## config.mk

```make
export PLATFORM = sky130hd
export DESIGN_NAME = tick_scheduler_flat
export DESIGN_NICKNAME = d
export VERILOG_FILES = /design/src/rtl/tick_pkg.sv /design/src/rtl/tick_scheduler_if.sv /design/src/rtl/tick_channel.sv /design/src/rtl/tick_scheduler.sv /design/src/flat_wrapper.sv
export SDC_FILE = /design/constraint.sdc
export NUM_CORES = 1
export LEC_CHECK = 0
export ABC_AREA = 1
export BUFFER_PORTS_ARGS = -buffer_cell sky130_fd_sc_hd__buf_2
export CAP_MARGIN = 0
export CORE_ASPECT_RATIO = 0.5
export CORE_MARGIN = 8
export CORE_UTILIZATION = 45
export CTS_BUF_LIST = sky130_fd_sc_hd__clkbuf_4 sky130_fd_sc_hd__clkbuf_8
export DETAILED_ROUTE_END_ITERATION = 8
export PLACE_DENSITY_LB_ADDON = 0.25
export SETUP_SLACK_MARGIN = 0.1
export SLEW_MARGIN = 30
export SYNTH_ARGS = -nofsm -noshare
export SYNTH_HDL_FRONTEND = slang
export SYNTH_SLANG_ARGS = --single-unit
```

## constraint.sdc

```tcl
create_clock -name clk -period 2.4 [get_ports clk]
set_input_delay 0.12 -clock clk [delete_from_list [all_inputs] [get_ports clk]]
set_output_delay 0.12 -clock clk [all_outputs]
set_load 0.05 [all_outputs]
```

## src/rtl/tick_pkg.sv

```systemverilog
// rtl/tick_pkg.sv - shared constants and helpers for the tick scheduler
package tick_pkg;

  localparam int DEF_PRE_DIV = 100000;
  localparam int DEF_NCH     = 4;
  localparam int DEF_CNT_W   = 16;
  localparam int DEF_BASE_W  = 26;

  typedef enum logic {
    MODE_PERIODIC = 1'b0,
    MODE_ONESHOT  = 1'b1
  } tick_mode_e;

  // Channel select needs at least one bit even for a single channel.
  function automatic int ch_w(input int n);
    return (n > 1) ? $clog2(n) : 1;
  endfunction

endpackage

```

## src/rtl/tick_scheduler_if.sv

```systemverilog
// rtl/tick_scheduler_if.sv - channel configuration load bus
interface tick_scheduler_if
  import tick_pkg::*;
#(
  parameter int NCH   = DEF_NCH,
  parameter int CNT_W = DEF_CNT_W
);

  localparam int CH_W = ch_w(NCH);

  logic             ld_valid;
  logic [CH_W-1:0]  ld_ch;
  logic [CNT_W-1:0] ld_div;
  logic             ld_mode;

  modport master (
    output ld_valid,
    output ld_ch,
    output ld_div,
    output ld_mode
  );

  modport slave (
    input ld_valid,
    input ld_ch,
    input ld_div,
    input ld_mode
  );

endinterface

```

## src/rtl/tick_channel.sv

```systemverilog
// rtl/tick_channel.sv - one divided tick channel: divisor/mode registers, counter, pulse
module tick_channel
  import tick_pkg::*;
#(
  parameter int CNT_W = DEF_CNT_W
) (
  input  logic             clk,
  input  logic             rst_n,
  input  logic             clr,
  input  logic             step,
  input  logic             ld_sel,
  input  logic [CNT_W-1:0] ld_div,
  input  logic             ld_mode,
  output logic             tick,
  output logic             busy
);

  logic [CNT_W-1:0] div;
  logic [CNT_W-1:0] cnt;
  tick_mode_e       mode;
  logic             spent;

  // A spent one-shot drops busy on the same edge that raises its tick.
  assign busy = (div != '0) && !spent;

  always_ff @(posedge clk or negedge rst_n) begin
    if (!rst_n) begin
      div   <= '0;
      cnt   <= '0;
      mode  <= MODE_PERIODIC;
      spent <= 1'b0;
      tick  <= 1'b0;
    end else if (clr) begin
      cnt   <= '0;
      spent <= 1'b0;
      tick  <= 1'b0;
    end else if (ld_sel) begin
      div   <= ld_div;
      mode  <= tick_mode_e'(ld_mode);
      cnt   <= '0;
      spent <= 1'b0;
      tick  <= 1'b0;
    end else begin
      tick <= 1'b0;
      if (step && busy) begin
        if (cnt == div - 1'b1) begin
          cnt  <= '0;
          tick <= 1'b1;
          if (mode == MODE_ONESHOT) begin
            spent <= 1'b1;
          end
        end else begin
          cnt <= cnt + 1'b1;
        end
      end
    end
  end

endmodule

```

## src/rtl/tick_scheduler.sv

```systemverilog
// rtl/tick_scheduler.sv - prescaled base tick, base tick counter and NCH divided tick channels
module tick_scheduler
  import tick_pkg::*;
#(
  parameter int PRE_DIV = DEF_PRE_DIV,
  parameter int NCH     = DEF_NCH,
  parameter int CNT_W   = DEF_CNT_W,
  parameter int BASE_W  = DEF_BASE_W
) (
  input  logic              clk,
  input  logic              rst_n,
  input  logic              en,
  input  logic              clr,
  tick_scheduler_if.slave   ld,
  output logic              base_tick,
  output logic [BASE_W-1:0] base_cnt,
  output logic [NCH-1:0]    tick,
  output logic [NCH-1:0]    busy
);

  localparam int CH_W  = ch_w(NCH);
  localparam int PRE_W = $clog2(PRE_DIV);
  localparam logic [PRE_W-1:0] PRE_LAST = PRE_W'(PRE_DIV - 1);

  if (PRE_DIV < 2) begin : g_bad_pre_div
    $error("tick_scheduler: PRE_DIV must be >= 2");
  end
  if (NCH < 1 || NCH > 16) begin : g_bad_nch
    $error("tick_scheduler: NCH must be 1..16");
  end

  logic [PRE_W-1:0] pre;
  logic             adv;

  // adv marks the edge on which a base tick is issued; channels step on it too.
  assign adv = en && (pre == PRE_LAST);

  always_ff @(posedge clk or negedge rst_n) begin
    if (!rst_n) begin
      pre       <= '0;
      base_tick <= 1'b0;
      base_cnt  <= '0;
    end else if (clr) begin
      pre       <= '0;
      base_tick <= 1'b0;
      base_cnt  <= '0;
    end else begin
      base_tick <= adv;
      if (en) begin
        pre <= adv ? '0 : pre + 1'b1;
      end
      if (adv) begin
        base_cnt <= base_cnt + 1'b1;
      end
    end
  end

  // Out-of-range ld_ch matches no channel index, so such loads are dropped.
  for (genvar i = 0; i < NCH; i++) begin : g_ch
    tick_channel #(
      .CNT_W (CNT_W)
    ) u_ch (
      .clk     (clk),
      .rst_n   (rst_n),
      .clr     (clr),
      .step    (adv),
      .ld_sel  (ld.ld_valid && (ld.ld_ch == CH_W'(i))),
      .ld_div  (ld.ld_div),
      .ld_mode (ld.ld_mode),
      .tick    (tick[i]),
      .busy    (busy[i])
    );
  end

endmodule
```

## src/flat_wrapper.sv

```systemverilog
// flat-port wrapper written by rule: the top's interface ports become plain ports
module tick_scheduler_flat import tick_pkg::*;
#(
  parameter int PRE_DIV = DEF_PRE_DIV,
  parameter int NCH     = DEF_NCH,
  parameter int CNT_W   = DEF_CNT_W,
  parameter int BASE_W  = DEF_BASE_W
)
  (clk, rst_n, en, clr, base_tick, base_cnt, tick, busy, ld_ld_valid, ld_ld_ch, ld_ld_div, ld_ld_mode);
  tick_scheduler_if #(.NCH(NCH), .CNT_W(CNT_W)) ld_i ();
  input  logic clk;
  input  logic rst_n;
  input  logic en;
  input  logic clr;
  output logic base_tick;
  output logic [BASE_W-1:0] base_cnt;
  output logic [NCH-1:0] tick;
  output logic [NCH-1:0] busy;
  input wire logic [$bits(ld_i.ld_valid)-1:0] ld_ld_valid;
  input wire logic [$bits(ld_i.ld_ch)-1:0] ld_ld_ch;
  input wire logic [$bits(ld_i.ld_div)-1:0] ld_ld_div;
  input wire logic [$bits(ld_i.ld_mode)-1:0] ld_ld_mode;
  assign ld_i.ld_valid = ld_ld_valid;
  assign ld_i.ld_ch = ld_ld_ch;
  assign ld_i.ld_div = ld_ld_div;
  assign ld_i.ld_mode = ld_ld_mode;
  tick_scheduler #(.PRE_DIV(PRE_DIV), .NCH(NCH), .CNT_W(CNT_W), .BASE_W(BASE_W)) u_core (.clk(clk), .rst_n(rst_n), .en(en), .clr(clr), .ld(ld_i), .base_tick(base_tick), .base_cnt(base_cnt), .tick(tick), .busy(busy));
endmodule
```

==> results_dict.tcl <==
set metrics [dict create \
    placed_area_um2 12700 \
    worstSetupEndpoint "busy[3]" \
    final_common_cell "nand2_1" \
    antenna_left 0 \
    p_switching_mw 3.089 \
    portBuffers 58 \
    required_ns 2.28 \
    fin_nets 1861 \
    worstPathMaxFanout 5 \
    slowest_delay_ns 0.42 \
    place_inst 2124 \
    cts_buffers 17 \
    drtIter0Drc 850 \
    ys_ff_latch 184 \
    ys.flop_type "dfrtp_1" \
    seq_power_share_pct 44.1 \
    start_kind "flop" \
    synth-simple-area-share_pct 37.12 \
    cp-startpoint "u_core.g_ch[3].u_ch.div[6]$_DFFE_PN0P_" \
    slew_violations 0 \
    track_usage_pct 19.41 \
    finalCritPeriodShare_pct 92.71 \
    cp_common_cell "buf_4" \
    crit_family "simple AND/OR/NAND/NOR gates" \
    root_buffer "clkbuf_8" \
    endpoint_kind "output pin" \
    slew_headroom_pct 59.86 \
    rows 42 \
    pwr-share-comb_pct 28.7 \
    stdcell_area_um2 13640 \
    drive_above_1_share_pct 12.88 \
    syn_inst 1728 \
    fp.coreArea_um2 26280 \
    die_area_um2 32380 \
    die_h_um 131.3 \
    netlist_area_um2 11970 \
    max_freq_mhz 449.4 \
    drc_errors 0 \
    peakVddDrop_uv 291.6 \
    power_mw 8.337 \
    cp_num_cells 8 \
    yosys.area_share.adder_pct 1.046 \
    avgSynthCellArea_um2 6.924 \
    dr_total_vias 11112 \
    worst_path_max_delay_cell "dfrtp_1" \
    status "finished clean" \
    cp.arrival_ns 2.10 \
    cts_buffer_depth 2 \
    grt_pass1_vias 10223 \
    cts_tree "done" \
    synthMuxAreaShare_pct 0 \
    synth.distinct_cells 46 \
    grt_overflow_total 0 \
    fin_setup_tns_ns 0 \
    viasPerCell 5.067 \
    synthesis.nets 1762 \
    wirelength_mm 31.41 \
    critPathKind "reg2out" \
    async_flop_share_pct 100.0 \
    synth_compound_area_share_pct 7.905 \
    mostFrequentLayoutCells "nand2_1 (463), nor2_1 (230), inv_1 (222), dfrtp_1 (182), o21ai_0 (106)" \
    p_clk_share_pct 27.2 \
    r2r-end "u_core.g_ch[2].u_ch.cnt[8]$_DFFE_PN0P_" \
    leakage_nw 6.689 \
    cts.clk_slew.worst_paths_ns 0.11 \
    finalHoldViolCount 0 \
    worst_pin_slew_ns 0.6014 \
    die_w_um 246.6 \
    cap_violations 0 \
    grt_max_degree 70 \
    pwr_density_cell_nw_per_um2 611.2 \
    clock_latency_ns 0.52 \
    fin_cells 2193 \
    dp_hpwl_mm 23.42 \
    p_int_mw 5.248 \
    antenna_found_initial 1 \
    ff2ff_path_depth 12 \
    cts.sink_count 184 \
    dr.pass1.iters 7 \
    synth_edf_count 0 \
    synth_top_family_by_area "simple AND/OR/NAND/NOR gates" \
    hp-class "in2reg" \
    cts_htree_levels 4 \
    yosysSeqAreaShare_pct 38.48 \
    period_needed_ns 2.225 \
    r2r_slack_ns 0.25 \
    swShare_pct 37.05 \
    io_pins 59 \
    start_util_pct 45.54 \
    r2r_start "u_core.pre[14]$_DFFE_PN0P_" \
    grt_pass1_wl_mm 51.63 \
    area_growth_pct 14.00 \
    rsz0062_at_grt "yes" \
    setup_viol_count_final 0 \
    wire_per_inst_um 14.32 \
    yosysWarnings 0 \
    gp_congestion 0.8912 \
    path_cells "buf_4 -> nor2_2 -> nand2_1 -> nor2_4 -> nand3_1 -> nand2_2 -> inv_1 -> buf_4" \
    crit_buf_inv 3 \
    synth_xor_area_share_pct 6.368 \
    final.setup_skew_ns 0.01486 \
]
synthesized netlist by cell type, types with 15 or more instances:
cell / n / area [µm²]
nor2_1: 241 / 904.6
clkbuf_1: 15 / 56.30
nor3_1: 50 / 250.2
inv_1: 229 / 859.6
nand2_1: 476 / 1787
o21ai_0: 106 / 530.5
nor2_2: 16 / 100.1
xnor2_1: 36 / 315.3
xor2_1: 51 / 446.7
nand3b_1: 25 / 187.7
a21oi_1: 32 / 160.2
nand4_1: 45 / 281.5
nand3_1: 101 / 505.5
dfrtp_1: 184 / 4604
worst reg2reg max path, stage by stage (launching register included):
cell	delay, ns
dfrtp_1	0.43
or2_1	0.25
nor2_2	0.15
nand4_4	0.20
buf_4	0.22
nor2_2	0.18
nor2_4	0.08
nor2_2	0.16
inv_1	0.08
nor2_1	0.13
nand3_1	0.08
nand2_1	0.06
nor2_1	0.04
cell type report:
class	instances	area, µm²
repair inverters	1	7.507
fillers	2643	12630
multi-input cells	1273	6447
repair buffers	115	820.8
flip-flops and latches	184	4607
diodes	1	2.502
clock buffers	19	261.5
inverters	235	897.1
well taps	352	440.4
clock inverters	13	156.4
cell families (layout without fill, tap and decap cells):
group / Yosys count / count (layout)
AND/OR/NAND/NOR: 1007 / 1007
buffers and inverters: 271 / 383
flip-flops: 184 / 184
AO/OA/AOI/OAI: 169 / 169
XOR/XNOR: 87 / 87
adder cells (fa/ha/maj): 10 / 10
other: 0 / 1
worst min-delay path by stage:
| stage | to | start | cells past startpoint |
|---|---|---|---|
| global route | u_core.g_ch[0].u_ch.div[2]$_DFFE_PN0P_ | ld_ld_div[2] | 3 |
| global placement | u_core.base_cnt[9]$_DFFE_PN0P_ | rst_n | 1 |
| floorplan | u_core.base_cnt[0]$_DFFE_PN0P_ | rst_n | 0 |
| CTS | u_core.g_ch[1].u_ch.div[4]$_DFFE_PN0P_ | ld_ld_div[4] | 3 |
| detailed placement | u_core.base_cnt[8]$_DFFE_PN0P_ | rst_n | 1 |
| finish | u_core.g_ch[1].u_ch.div[4]$_DFFE_PN0P_ | ld_ld_div[4] | 3 |
flip-flops by register name, summed over array words and instances, names as in the netlist:
name and count:
u_core.g_ch.u_ch.cnt 64, u_core.pre 17, u_core.g_ch.u_ch.mode 4, u_core.base_cnt 26, u_core.g_ch.u_ch.tick 4, u_core.base_tick 1
u_core.g_ch.u_ch.div 64, u_core.g_ch.u_ch.spent 4
power groups by stage:
stage	registers [mW]	logic [mW]	clock network, mW
3_5_place_dp	3.72	2.18	0
4_1_cts	3.66	2.22	2.32
5_1_grt	3.72	2.73	2.46
2_1_floorplan	3.61	1.73	0
6_report	3.68	2.39	2.27
3_3_place_gp	3.72	2.15	0
metal layers:
layer	GRT usage (%)	vias to the layer above	wire, µm
met4	4.886	0	414
met5	0	-	0
met1	27.48	5172	15490
met3	4.025	29	1541
met2	29.96	236	13960
li1	-	5675	-
repair_timing:
action,in CTS,in global routing
pin swaps,2,10
gates resized for setup,6,56
endpoints found under the hold margin,106,0
hold buffers,14,0
endpoints found under the setup margin,17,74
gates cloned,0,1
setup buffers,2,19
stage by stage:
step	setup slack [ns]	util (%)	hold slack, ns
final	0.1750	51.91	0.02368
after global routing	0.07266	51.91	0.03423
after CTS	0.06551	50.63	0.01257
after detailed placement	0.07855	48.35	0.1639
after global placement	0.08823	48.35	0.1610
after floorplan	0.3052	-	-0.1756
Power figures use the tool's default switching activity.
